### src/rtl/store_axi_writer_pkg.sv
// ----------------------------------------------------------------------------
// store_axi_writer_pkg
// Shared CPU-side types and AXI3 encodings used by the store writer and its
// bus interface.
//   virt_t / uint32_t : 32-bit address and data types
//   st_req_t          : one queued store {addr, wstrb, size, data}
//   AXI_*             : burst / response encodings and the default AXI ID
// ----------------------------------------------------------------------------
package store_axi_writer_pkg;

    typedef logic [31:0] virt_t;
    typedef logic [31:0] uint32_t;

    localparam logic [1:0] AXI_BURST_INCR = 2'b01;
    localparam logic [1:0] AXI_RESP_OKAY  = 2'b00;
    localparam logic [3:0] AXI_ID_DEFAULT = 4'd1;

    typedef struct packed {
        virt_t      addr;
        logic [3:0] wstrb;
        logic [2:0] size;
        uint32_t    data;
    } st_req_t;

    // Store size 0/1/2 maps straight onto AXI awsize 1/2/4 bytes.
    function automatic logic [2:0] axi_size(input logic [2:0] size);
        return {1'b0, size[1:0]};
    endfunction

endpackage

### src/rtl/store_axi_writer_if.sv
// ----------------------------------------------------------------------------
// store_axi_writer_if
// AXI3 write channels (AW, W, B) between the store writer and the bus.
//   master : drives AW/W payload + valids and bready
//   slave  : drives awready, wready and the B channel
// ----------------------------------------------------------------------------
interface store_axi_writer_if;
    import store_axi_writer_pkg::*;

    logic [3:0] awid;
    virt_t      awaddr;
    logic [7:0] awlen;
    logic [2:0] awsize;
    logic [1:0] awburst;
    logic [1:0] awlock;
    logic [3:0] awcache;
    logic [2:0] awprot;
    logic       awvalid;
    logic       awready;

    logic [3:0] wid;
    uint32_t    wdata;
    logic [3:0] wstrb;
    logic       wlast;
    logic       wvalid;
    logic       wready;

    logic [3:0] bid;
    logic [1:0] bresp;
    logic       bvalid;
    logic       bready;

    modport master (
        output awid, awaddr, awlen, awsize, awburst, awlock, awcache, awprot, awvalid,
        input  awready,
        output wid, wdata, wstrb, wlast, wvalid,
        input  wready,
        input  bid, bresp, bvalid,
        output bready
    );

    modport slave (
        input  awid, awaddr, awlen, awsize, awburst, awlock, awcache, awprot, awvalid,
        output awready,
        input  wid, wdata, wstrb, wlast, wvalid,
        output wready,
        output bid, bresp, bvalid,
        input  bready
    );

endinterface

### src/rtl/store_axi_writer.sv
// ----------------------------------------------------------------------------
// store_axi_writer
// Turns committed stores into single-beat AXI3 writes. Stores are queued in a
// DEPTH-entry ring; AW and W issue from independent pointers and B responses
// retire entries in order, each producing a one-cycle data_ok.
// Ports:
//   clk, reset        : core clock, synchronous active-high reset
//   store_req/...     : store request in; addr_ok = accepted this cycle
//   data_ok           : pulse, oldest outstanding store completed
//   axi (master)      : AW / W / B channels
//   bus_err           : sticky, a non-OKAY bresp was seen
// ----------------------------------------------------------------------------
module store_axi_writer
    import store_axi_writer_pkg::*;
#(
    parameter int unsigned DEPTH  = 4,
    parameter logic [3:0]  AXI_ID = AXI_ID_DEFAULT
) (
    input  logic       clk,
    input  logic       reset,
    input  logic       store_req,
    input  logic [3:0] store_wstrb,
    input  logic [2:0] store_size,
    input  virt_t      store_addr,
    input  uint32_t    store_data,
    output logic       addr_ok,
    output logic       data_ok,
    store_axi_writer_if.master axi,
    output logic       bus_err
);

    localparam int unsigned PTR_W = $clog2(DEPTH);
    localparam int unsigned CNT_W = PTR_W + 1;
    localparam logic [CNT_W-1:0] FULL_CNT = CNT_W'(DEPTH);

    st_req_t          queue_q [DEPTH];
    logic [PTR_W-1:0] tail_q, tail_d;
    logic [PTR_W-1:0] awptr_q, awptr_d;
    logic [PTR_W-1:0] wptr_q, wptr_d;
    logic [CNT_W-1:0] count_q, count_d;
    // Entries accepted but not yet issued on each channel.
    logic [CNT_W-1:0] aw_pend_q, aw_pend_d;
    logic [CNT_W-1:0] w_pend_q, w_pend_d;
    logic             data_ok_q, data_ok_d;
    logic             bus_err_q, bus_err_d;

    st_req_t new_ent, aw_ent, w_ent;
    logic    accept, retire, aw_hs, w_hs;
    logic    aw_bypass, w_bypass, awvalid, wvalid, bready;

    assign new_ent = '{addr: store_addr, wstrb: store_wstrb, size: store_size, data: store_data};

    assign accept = store_req && (count_q < FULL_CNT) && !reset;

    // With nothing pending on a channel the AW/W payload comes straight from
    // the incoming store, so an accept can issue in the same cycle. The entry
    // is still written at the tail (== that channel's pointer), so if the
    // beat stalls the queue presents the identical payload next cycle.
    assign aw_bypass = (aw_pend_q == '0);
    assign w_bypass  = (w_pend_q == '0);
    assign aw_ent    = aw_bypass ? new_ent : queue_q[awptr_q];
    assign w_ent     = w_bypass  ? new_ent : queue_q[wptr_q];

    assign awvalid = !reset && (!aw_bypass || accept);
    assign wvalid  = !reset && (!w_bypass || accept);
    assign bready  = !reset;

    assign aw_hs  = awvalid && axi.awready;
    assign w_hs   = wvalid && axi.wready;
    // B beats with nothing outstanding are ignored so count never wraps.
    assign retire = axi.bvalid && bready && (count_q != '0);

    // ---- state register ----
    always_ff @(posedge clk) begin
        if (reset) begin
            tail_q    <= '0;
            awptr_q   <= '0;
            wptr_q    <= '0;
            count_q   <= '0;
            aw_pend_q <= '0;
            w_pend_q  <= '0;
            data_ok_q <= 1'b0;
            bus_err_q <= 1'b0;
        end else begin
            tail_q    <= tail_d;
            awptr_q   <= awptr_d;
            wptr_q    <= wptr_d;
            count_q   <= count_d;
            aw_pend_q <= aw_pend_d;
            w_pend_q  <= w_pend_d;
            data_ok_q <= data_ok_d;
            bus_err_q <= bus_err_d;
        end
    end

    // Queue storage needs no reset; count/pend gate every read of it.
    always_ff @(posedge clk) begin
        if (accept) begin
            queue_q[tail_q] <= new_ent;
        end
    end

    // ---- next state ----
    // Completion is in order, so the head is implicit in count: no head
    // pointer is needed, the AW/W pointers already carry the payload.
    always_comb begin
        tail_d    = tail_q;
        awptr_d   = awptr_q;
        wptr_d    = wptr_q;
        count_d   = count_q;
        aw_pend_d = aw_pend_q;
        w_pend_d  = w_pend_q;

        if (accept) tail_d  = tail_q + 1'b1;
        if (aw_hs)  awptr_d = awptr_q + 1'b1;
        if (w_hs)   wptr_d  = wptr_q + 1'b1;

        case ({accept, retire})
            2'b10:   count_d = count_q + 1'b1;
            2'b01:   count_d = count_q - 1'b1;
            default: count_d = count_q;
        endcase

        case ({accept, aw_hs})
            2'b10:   aw_pend_d = aw_pend_q + 1'b1;
            2'b01:   aw_pend_d = aw_pend_q - 1'b1;
            default: aw_pend_d = aw_pend_q;
        endcase

        case ({accept, w_hs})
            2'b10:   w_pend_d = w_pend_q + 1'b1;
            2'b01:   w_pend_d = w_pend_q - 1'b1;
            default: w_pend_d = w_pend_q;
        endcase

        data_ok_d = retire;
        bus_err_d = bus_err_q || (retire && (axi.bresp != AXI_RESP_OKAY));
    end

    // ---- outputs ----
    assign addr_ok = accept;
    assign data_ok = data_ok_q;
    assign bus_err = bus_err_q;

    assign axi.awid    = AXI_ID;
    assign axi.awaddr  = aw_ent.addr;
    assign axi.awlen   = 8'd0;
    assign axi.awsize  = axi_size(aw_ent.size);
    assign axi.awburst = AXI_BURST_INCR;
    assign axi.awlock  = 2'b00;
    assign axi.awcache = 4'b0000;
    assign axi.awprot  = 3'b000;
    assign axi.awvalid = awvalid;

    assign axi.wid    = AXI_ID;
    assign axi.wdata  = w_ent.data;
    assign axi.wstrb  = w_ent.wstrb;
    assign axi.wlast  = 1'b1;
    assign axi.wvalid = wvalid;

    assign axi.bready = bready;

    // bid is not checked (in-order completion); the other fields are
    // carried per entry but only half of them feed each channel.
    logic unused_ok;
    assign unused_ok = ^{axi.bid, aw_ent.size[2], aw_ent.wstrb, aw_ent.data,
                         w_ent.addr, w_ent.size};

endmodule

### src/flat_wrapper.sv
// flat-port wrapper written by rule: the top's interface ports become plain ports
module store_axi_writer_flat import store_axi_writer_pkg::*;
#(
    parameter int unsigned DEPTH  = 4,
    parameter logic [3:0]  AXI_ID = AXI_ID_DEFAULT
)
  (clk, reset, store_req, store_wstrb, store_size, store_addr, store_data, addr_ok, data_ok, bus_err, axi_awid, axi_awaddr, axi_awlen, axi_awsize, axi_awburst, axi_awlock, axi_awcache, axi_awprot, axi_awvalid, axi_awready, axi_wid, axi_wdata, axi_wstrb, axi_wlast, axi_wvalid, axi_wready, axi_bid, axi_bresp, axi_bvalid, axi_bready);
  store_axi_writer_if axi_i ();
  input  logic clk;
  input  logic reset;
  input  logic store_req;
  input  logic [3:0] store_wstrb;
  input  logic [2:0] store_size;
  input  virt_t store_addr;
  input  uint32_t store_data;
  output logic addr_ok;
  output logic data_ok;
  output logic bus_err;
  output wire logic [$bits(axi_i.awid)-1:0] axi_awid;
  output wire logic [$bits(axi_i.awaddr)-1:0] axi_awaddr;
  output wire logic [$bits(axi_i.awlen)-1:0] axi_awlen;
  output wire logic [$bits(axi_i.awsize)-1:0] axi_awsize;
  output wire logic [$bits(axi_i.awburst)-1:0] axi_awburst;
  output wire logic [$bits(axi_i.awlock)-1:0] axi_awlock;
  output wire logic [$bits(axi_i.awcache)-1:0] axi_awcache;
  output wire logic [$bits(axi_i.awprot)-1:0] axi_awprot;
  output wire logic [$bits(axi_i.awvalid)-1:0] axi_awvalid;
  input wire logic [$bits(axi_i.awready)-1:0] axi_awready;
  output wire logic [$bits(axi_i.wid)-1:0] axi_wid;
  output wire logic [$bits(axi_i.wdata)-1:0] axi_wdata;
  output wire logic [$bits(axi_i.wstrb)-1:0] axi_wstrb;
  output wire logic [$bits(axi_i.wlast)-1:0] axi_wlast;
  output wire logic [$bits(axi_i.wvalid)-1:0] axi_wvalid;
  input wire logic [$bits(axi_i.wready)-1:0] axi_wready;
  input wire logic [$bits(axi_i.bid)-1:0] axi_bid;
  input wire logic [$bits(axi_i.bresp)-1:0] axi_bresp;
  input wire logic [$bits(axi_i.bvalid)-1:0] axi_bvalid;
  output wire logic [$bits(axi_i.bready)-1:0] axi_bready;
  assign axi_awid = axi_i.awid;
  assign axi_awaddr = axi_i.awaddr;
  assign axi_awlen = axi_i.awlen;
  assign axi_awsize = axi_i.awsize;
  assign axi_awburst = axi_i.awburst;
  assign axi_awlock = axi_i.awlock;
  assign axi_awcache = axi_i.awcache;
  assign axi_awprot = axi_i.awprot;
  assign axi_awvalid = axi_i.awvalid;
  assign axi_i.awready = axi_awready;
  assign axi_wid = axi_i.wid;
  assign axi_wdata = axi_i.wdata;
  assign axi_wstrb = axi_i.wstrb;
  assign axi_wlast = axi_i.wlast;
  assign axi_wvalid = axi_i.wvalid;
  assign axi_i.wready = axi_wready;
  assign axi_i.bid = axi_bid;
  assign axi_i.bresp = axi_bresp;
  assign axi_i.bvalid = axi_bvalid;
  assign axi_bready = axi_i.bready;
  store_axi_writer #(.DEPTH(DEPTH), .AXI_ID(AXI_ID)) u_core (.clk(clk), .reset(reset), .store_req(store_req), .store_wstrb(store_wstrb), .store_size(store_size), .store_addr(store_addr), .store_data(store_data), .addr_ok(addr_ok), .data_ok(data_ok), .axi(axi_i), .bus_err(bus_err));
endmodule
### config.mk
export PLATFORM = sky130hd
export DESIGN_NAME = store_axi_writer_flat
export DESIGN_NICKNAME = d
export VERILOG_FILES = /design/src/rtl/store_axi_writer_pkg.sv /design/src/rtl/store_axi_writer_if.sv /design/src/rtl/store_axi_writer.sv /design/src/flat_wrapper.sv
export SDC_FILE = /design/constraint.sdc
export NUM_CORES = 1
export LEC_CHECK = 0
export CORE_ASPECT_RATIO = 1.4
export CORE_UTILIZATION = 50
export DETAILED_ROUTE_END_ITERATION = 16
export PLACE_DENSITY = 0.75
export SYNTH_ARGS = -nofsm -noshare
export SYNTH_HDL_FRONTEND = slang
export SYNTH_SLANG_ARGS = --single-unit
### constraint.sdc
create_clock -name clk -period 5.8 [get_ports clk]
set_clock_uncertainty 0.2 [all_clocks]
set_input_delay 1.16 -clock clk [delete_from_list [all_inputs] [get_ports clk]]
set_output_delay 1.16 -clock clk [all_outputs]
set_load 0.03 [all_outputs]
==> results.yml, run 1 <==
floorplanning:
  start_util_pct: 51.1
  ios: 188
  num_rows: 67
  die_h_um: 187
  die_x_um: 134
  coreArea_sq_um: 24000
  dieArea_sq_um: 25200
sta:
  fmaxAchievable_mhz: 213
  slew_headroom_pct: 24.3
  setup_tns_ns: 0
  worstMarginPinSlew_ns: 1.13
  setup_viol: 0
  whs_ns: 0.289
  post-route-min-period_ns: 4.70
  hold_viol_final: 0
  final_max_slew_viol_count: 0
  min_period_over_period_pct: 81.1
  grt_setup_unrepaired: "no"
place:
  gp_congestion: 0.713
  hpwl_mm: 13.0
  portBuffers: 153
  place_area_sq_um: 13900
detailed_routing:
  vias_per_cell: 5.50
  wl_mm: 22.1
  ant_nets: 0
  met1_length_mm: 8.69
  drt_pass1_iterations: 4
  vias: 5948
  highest_layer: "met4"
  wl_met3_mm: 1.02
  wl_per_cell_um: 20.4
  route.met2.wl_mm: 12.0
  drtIter0Drc: 234
  drcViolationCount: 0
worst_setup_path:
  crit_arrival_ns: 3.34
  cp-start-kind: "input pin"
  required_ns: 4.44
  crit_top_cell: "clkdlybuf4s50_1"
  reg2reg_from: "u_core.count_q[2]"
  endpoint_kind: "output pin"
  cpLargestDelayFamily: "buffers and inverters"
  slowest_delay_ns: 0.71
  crit_type: "in -> out"
  path_cells: "clkdlybuf4s50_1 -> buf_4 -> or3b_1 -> inv_1 -> clkdlybuf4s50_1"
  worstPathMaxFanout: 26
  crit_start: "reset"
  slowest_stage: "clkdlybuf4s50_1"
  crit_buf_inv: 4
pwr:
  p_int_mw: 4.18
  pwr-share-clk_pct: 32.4
  design_power_total_mw: 5.68
  pwr-share-comb_pct: 23.5
  sw_frac_of_total_pct: 26.4
  power-per-cell-area_nw_per_um2: 382
  p_leak_nw: 4.82
  p_seq_share_pct: 44.1
  p_switching_mw: 1.50
  peakVddDrop_v: 0.000334
yosys:
  ys_types: 34
  async_flop_share_pct: 0
  synth_flop_cell: "edfxtp_1"
  syn_inst: 590
  synth_area_sq_um: 12300
  synth_seq_area_share_pct: 72.0
  synth_edf_count: 280
  synth_warnings: 0
  synth_seq_cells: 301
  syn_area_per_cell_sq_um: 20.8
cells_and_area:
  finalInstanceArea_sq_um: 14900
  multiInputGateArea_sq_um: 3100
  final_common_cell: "edfxtp_1"
  final_cell_mix: "edfxtp_1 (280), clkdlybuf4s50_1 (153), mux2_2 (75)"
  drive_above_1_share_pct: 25.8
  nFillCells: 1695
  finalNetCount: 845
  syn_to_final_growth_pct: 21.4
  seq_area_sq_um: 8830
  n_antenna_cell: 0
global_routing:
  track_usage_pct: 18.1
  antenna_found_initial: 0
  grt_max_degree: 71
  grt_pass1_wl_mm: 35.0
  grt_overflow: 0
  grt_pass1_vias: 6500
cts:
  ctsResizeCount: 0
  cts_root_buffer: "clkbuf_16"
  clock-sinks: 301
  post_cts_buffers: 0
  worstSkewPairLatency_ns: 0.52
  cts.path.max_buffers: 3
  cts_max_level: 1
  hold_buffers: 0
  numCtsBuffers: 29
  clkSlewWorstSetupHoldPaths_ns: 0.06
  cts_tree: "built"
min_path:
  hold_class: "reg -> reg"
  hp-start: "u_core.bus_err"
job:
  maxCapViolations: 0
run_status:
  run_status: "complete, no violations"
## power groups by stage
stage                     clock (mW)  sequential (mW)  combinational [mW]
after global routing            1.96             2.52                1.41
after global placement             0             2.55                1.32
after CTS                       1.87             2.51                1.35
final                           1.84             2.51                1.33
after detailed placement           0             2.56                1.34
after floorplan                    0             2.51               0.939
## per-layer routing
| metal | global-route usage [%] | up-vias |
|---|---|---|
| met2 | 32.4 | 192 |
| met3 | 2.55 | 29 |
| met4 | 4.93 | 0 |
| met5 | 0 | - |
| li1 | - | 2643 |
| met1 | 22.8 | 3084 |
## worst reg2reg max path: stages (launching register included)
cell and delay (ns):
dfxtp_1 0.34, or3b_1 0.59, o21ai_0 0.23, and2_1 0.19, ha_1 0.18, inv_1 0.06, fa_1 0.38, xor2_1 0.16
or3_1 0.30, a21oi_1 0.15
## cells by family after synthesis
group           count (synthesis)  share of synthesized area [%]
compound gates                 18                          0.878
xor+xnor                        6                          0.429
fa+ha+maj                      10                           1.20
buf+inv                        68                           3.65
flops                         301                           72.0
mux                           146                           20.0
other cells                     2                         0.0613
simple gates                   39                           1.77
## cells in the mapped netlist, types with 4 or more instances
cell type | number | area, sq um
mux4_2 | 65 | 1460
a21oi_1 | 9 | 45.0
nor2b_1 | 4 | 25.0
mux2_2 | 75 | 845
nor2_1 | 14 | 52.6
dfxtp_1 | 21 | 420
buf_2 | 9 | 45.0
edfxtp_1 | 280 | 8410
mux4_1 | 5 | 131
xor2_1 | 6 | 52.6
nand2_1 | 5 | 18.8
buf_6 | 7 | 78.8
o21ai_0 | 5 | 25.0
inv_1 | 13 | 48.8
and2_1 | 6 | 37.5
ha_1 | 7 | 87.6
buf_4 | 31 | 233
## registers in the layout, summed over array words and instances (netlist names), named ones only
name / count
u_core.aw_pend_q: 3
u_core.awptr_q: 2
u_core.bus_err: 1
u_core.count_q: 3
u_core.data_ok: 1
u_core.queue_q: 280
u_core.tail_q: 2
u_core.w_pend_q: 3
u_core.wptr_q: 2
## worst paths after layout
kind	endpoint	depth (start not counted)	slack, ns
min reg2reg	u_core.bus_err	1	0.29
min	u_core.bus_err	1	0.29
max	addr_ok	5	1.10
max reg2reg	u_core.w_pend_q[2]	9	2.95
## through the flow
| step | util (%) | worst slack (ns) | std cells |
|---|---|---|---|
| 4_1_cts | 62.1 | 1.11 | 1082 |
| 2_1_floorplan | - | 1.48 | 617 |
| 3_5_place_dp | 58.2 | 1.12 | 1031 |
| 6_report | 62.1 | 1.10 | 1082 |
| 5_1_grt | 62.1 | 0.979 | 1082 |
| 3_3_place_gp | 58.2 | 1.16 | 1031 |
## layout make-up
class,count,share of cell area [%]
Clock inverter,16,1.24
Clock buffer,35,5.03
Tap cell,310,2.61
Sequential cell,301,59.4
Inverter,13,0.328
Timing Repair Buffer,159,10.6
Multi-Input combinational cell,248,20.8
(Power assumes the default switching activity.)
==> run 2: changes to the inputs <==
- CORE_UTILIZATION: 50 -> 49
- PLACE_DENSITY: 0.75 -> 0.76
- clock period: 5.8 -> 3.9 ns (I/O delays scaled with it)
==> results.yml, run 2 (synthesized netlist as in run 1, its figures left out) <==
cells_and_area:
  regMostFlops: "u_core.queue_q"
  syn_to_final_growth_pct: 22.8
  final_common_cell: "edfxtp_1"
  drive_above_1_share_pct: 27.6
  finalNetCount: 857
  seq_area_sq_um: 8830
  multiInputGateArea_sq_um: 3100
  fin_cells: 1099
  finalInstanceArea_sq_um: 15100
  n_antenna_cell: 0
  nFillCells: 1686
  largest_reg_flops: 280
  final_util_pct: 61.2
  final_cell_mix: "edfxtp_1 (280), clkdlybuf4s50_1 (150), mux2_2 (75)"
pwr:
  p_int_mw: 6.03
  pwr-share-clk_pct: 30.2
  sw_frac_of_total_pct: 27.1
  p_leak_nw: 4.91
  power-per-cell-area_nw_per_um2: 549
  design_power_total_mw: 8.26
  peakVddDrop_v: 0.000333
  pwr-share-comb_pct: 25.1
  p_switching_mw: 2.24
  p_seq_share_pct: 44.7
global_routing:
  grt_max_degree: 38
  grt_overflow: 0
  antenna_found_initial: 1
  grt_pass1_vias: 6454
  track_usage_pct: 18.7
  grt_pass1_wl_mm: 36.0
cts:
  cts_max_level: 1
  cts.path.max_buffers: 3
  numCtsBuffers: 27
  ctsResizeCount: 1
  clkSlewWorstSetupHoldPaths_ns: 0.06
  hold_buffers: 0
  post_cts_buffers: 0
  cts_root_buffer: "clkbuf_16"
  cts_tree: "built"
  clock-sinks: 301
  worstSkewPairLatency_ns: 0.53
detailed_routing:
  vias: 6009
  ant_nets: 0
  vias_per_cell: 5.47
  wl_mm: 23.1
  drt_pass1_iterations: 4
  wl_per_cell_um: 21.0
  drtIter0Drc: 322
  drcViolationCount: 0
floorplanning:
  coreArea_sq_um: 24600
  dieArea_sq_um: 25700
  ios: 188
  num_rows: 68
  start_util_pct: 49.9
  die_h_um: 189
  die_x_um: 136
worst_setup_path:
  timing.rr.end: "u_core.w_pend_q[2]"
  crit_arrival_ns: 2.69
  worstPathMaxFanout: 15
  required_ns: 2.92
  endpoint_kind: "output pin"
  r2r_setup_slack_ns: 1.10
  crit_type: "reg -> out"
  reg2reg_from: "u_core.count_q[2]"
  ff2ff_path_depth: 9
  cp-start-kind: "register"
place:
  gp_congestion: 0.756
  dp_cells: 1050
  portBuffers: 153
  place_area_sq_um: 14200
  hpwl_mm: 14.6
sta:
  setup_tns_ns: 0
  slew_headroom_pct: 62.2
  worstMarginPinSlew_ns: 0.567
  grt_setup_unrepaired: "no"
  hold_viol_final: 0
  setup_viol: 0
  final_max_slew_viol_count: 0
  post-route-min-period_ns: 3.67
  fmaxAchievable_mhz: 273
  min_period_over_period_pct: 94.0
min_path:
  min_path_cells: 1
  hold_class: "reg -> reg"
  hp-start: "u_core.bus_err"
  min_to: "u_core.bus_err"
job:
  maxCapViolations: 0
run_status:
  run_status: "complete, no violations"
[run 2: cell types whose count changed in the layout (fill, tap and decap cells not counted), sizes merged]
| cell | before | now |
|---|---|---|
| inv | 14 | 13 |
| buf | 6 | 23 |
| clkinv | 10 | 12 |
| clkbuf | 35 | 36 |
| bufinv | 4 | 0 |
| clkdlybuf4s50 | 153 | 150 |
[run 2: routing by layer]
metal / part of all wire (%) / vias up / global-route usage, %
li1: - / 2663 / -
met1: 39 / 3138 / 23.1
met2: 54 / 164 / 33.5
met3: 4.4 / 42 / 2.89
met4: 2.3 / 2 / 5.40
met5: 0.056 / - / 0
[run 2: how the worst max path moves through the flow]
stage                         start                   to  slack, ns
after CTS                  register        axi_wdata[19]       0.17
after global routing       register        axi_wdata[20]       0.10
after global placement    store_req   u_core.w_pend_q[2]       0.33
final                      register        axi_wdata[25]       0.23
after floorplan               reset  u_core.aw_pend_q[2]       0.61
after detailed placement  store_req   u_core.w_pend_q[2]       0.19
[run 2: cell type report]
cell class	count	area share (%)
Inverter	13	0.324
Clock inverter	13	0.457
Multi-Input combinational cell	248	20.6
Timing Repair Buffer	173	12.2
Sequential cell	301	58.7
Clock buffer	36	5.13
Tap cell	315	2.62
[run 2: power groups by stage]
stage	Clock, mW	Combinational [mW]	Sequential (mW)
finish	2.49	2.08	3.69
global route	2.67	2.19	3.71
CTS	2.55	2.11	3.70
detailed placement	0	2.10	3.77
global placement	0	2.06	3.76
floorplan	0	1.40	3.74
[run 2: through the flow]
| stage | hold slack, ns | worst slack [ns] |
|---|---|---|
| after floorplan | 0.266 | 0.607 |
| after global placement | 0.253 | 0.333 |
| after detailed placement | 0.276 | 0.189 |
| after CTS | 0.295 | 0.167 |
| after global routing | 0.313 | 0.100 |
| final | 0.288 | 0.235 |
[run 2: critical path, cell delays in order, from the launching register on]
cell and delay, ns:
dfxtp_4 0.57, buf_12 0.21, mux4_2 0.52, mux2_2 0.28, clkdlybuf4s50_1 0.59
==> run 3: changes to the inputs <==
- CORE_MARGIN: unset -> 8
==> results.yml, run 3 (synthesized netlist as in run 1, its figures left out) <==
run_status:
  run_status: "complete, no violations"
cells_and_area:
  final_cell_mix: "edfxtp_1 (280), clkdlybuf4s50_1 (150), mux2_2 (75)"
  syn_to_final_growth_pct: 22.7
  drive_above_1_share_pct: 26.7
  regMostFlops: "u_core.queue_q"
  final_util_pct: 61.0
  finalInstanceArea_sq_um: 15000
  n_antenna_cell: 0
  finalNetCount: 856
  final_common_cell: "edfxtp_1"
  nFillCells: 1715
  largest_reg_flops: 280
global_routing:
  grt_pass1_wl_mm: 38.6
  antenna_found_initial: 0
  grt_overflow: 0
  track_usage_pct: 16.5
  grt_max_degree: 38
  grt_pass1_vias: 6794
floorplanning:
  start_util_pct: 49.7
  coreArea_sq_um: 24700
  ios: 188
  dieArea_sq_um: 30400
  die_h_um: 203
  num_rows: 68
  die_x_um: 150
pwr:
  p_seq_share_pct: 44.3
  p_leak_nw: 4.88
  pwr-share-comb_pct: 25.1
  power-per-cell-area_nw_per_um2: 555
  p_int_mw: 6.10
  pwr-share-clk_pct: 30.6
  peakVddDrop_v: 0.000389
  sw_frac_of_total_pct: 27.0
  p_switching_mw: 2.25
cts:
  cts.path.max_buffers: 3
  numCtsBuffers: 27
  post_cts_buffers: 0
  cts_root_buffer: "clkbuf_16"
  worstSkewPairLatency_ns: 0.52
  clock-sinks: 301
  cts_max_level: 1
  clkSlewWorstSetupHoldPaths_ns: 0.06
  cts_tree: "built"
min_path:
  min_to: "u_core.bus_err"
  hp-start: "u_core.bus_err"
  min_path_cells: 1
  hold_class: "reg -> reg"
worst_setup_path:
  slowest_delay_ns: 0.60
  required_ns: 2.92
  cpLargestDelayFamily: "buffers and inverters"
  ff2ff_path_depth: 9
  crit_buf_inv: 2
  path_cells: "buf_12 -> mux4_1 -> mux2_2 -> clkdlybuf4s50_1"
  crit_type: "reg -> out"
  timing.rr.end: "u_core.w_pend_q[2]"
  reg2reg_from: "u_core.count_q[2]"
  worstPathMaxFanout: 34
  cp-start-kind: "register"
  r2r_setup_slack_ns: 1.13
  crit_arrival_ns: 2.70
  endpoint_kind: "output pin"
  slowest_stage: "mux4_1"
sta:
  worstMarginPinSlew_ns: 0.566
  min_period_over_period_pct: 94.2
  hold_viol_final: 0
  final_max_slew_viol_count: 0
  setup_viol: 0
  post-route-min-period_ns: 3.68
  fmaxAchievable_mhz: 272
  setup_tns_ns: 0
  whs_ns: 0.277
  grt_setup_unrepaired: "no"
  slew_headroom_pct: 62.3
place:
  portBuffers: 153
  gp_congestion: 0.701
  hpwl_mm: 16.3
  place_area_sq_um: 14200
detailed_routing:
  vias: 6007
  wl_per_cell_um: 22.8
  drt_pass1_iterations: 4
  vias_per_cell: 5.48
  wl_met3_mm: 1.42
  met1_length_mm: 9.33
  route.met2.wl_mm: 13.8
  drtIter0Drc: 288
  drcViolationCount: 0
  ant_nets: 0
  wl_mm: 25.1
  highest_layer: "met4"
job:
  maxCapViolations: 0
[run 3: changes by cell type in the layout (fill, tap and decap cells not counted), sizes merged]
cell,before,now
inv,13,14
clkinv,12,8
bufinv,0,3
clkbuf,36,33
buf,23,22
clkinvlp,1,3
[run 3: routing by layer]
layer	vias to the layer above	track usage [%]
li1	2668	-
met1	3123	19.0
met2	181	30.6
met3	35	2.75
met4	0	4.69
met5	-	0
[run 3: area by class of cell]
type / instances / area [sq um] / area share [%]
clock inverters: 15 / 154 / 1.02
inverters: 13 / 48.8 / 0.324
clock buffers: 33 / 698 / 4.64
well taps: 315 / 394 / 2.62
repair buffers: 172 / 1820 / 12.1
flip-flops and latches: 301 / 8830 / 58.7
multi-input cells: 248 / 3100 / 20.6
[run 3: power groups by stage]
stage / clock network (mW) / logic [mW] / registers [mW]
floorplan: 0 / 1.40 / 3.74
global placement: 0 / 2.09 / 3.76
detailed placement: 0 / 2.12 / 3.77
CTS: 2.61 / 2.14 / 3.70
global route: 2.71 / 2.21 / 3.71
finish: 2.55 / 2.10 / 3.70
[run 3: stage by stage]
stage	instances	worst slack (ns)	total power, mW
floorplan	617	0.607	5.13
global placement	1049	0.297	5.84
detailed placement	1049	0.267	5.89
CTS	1097	0.0140	8.45
global route	1097	0.111	8.63
finish	1097	0.224	8.35
[run 3: worst max-delay path by stage]
stage                     slack, ns       from             endpoint  depth (start not counted)
after CTS                      0.01   register       axi_awaddr[18]                          4
after global placement         0.30  store_req   u_core.w_pend_q[2]                         10
after global routing           0.11   register         axi_wstrb[0]                          4
final                          0.22   register        axi_wdata[27]                          4
after detailed placement       0.27  store_req   u_core.w_pend_q[2]                         10
after floorplan                0.61      reset  u_core.aw_pend_q[2]                         10
[run 3: timing repair]
| item | in CTS | in global routing |
|---|---|---|
| resized for setup | 0 | 1 |
| setup endpoints to repair | 0 | 7 |
| endpoints found under the hold margin | 0 | 0 |
| hold buffers | 0 | 0 |
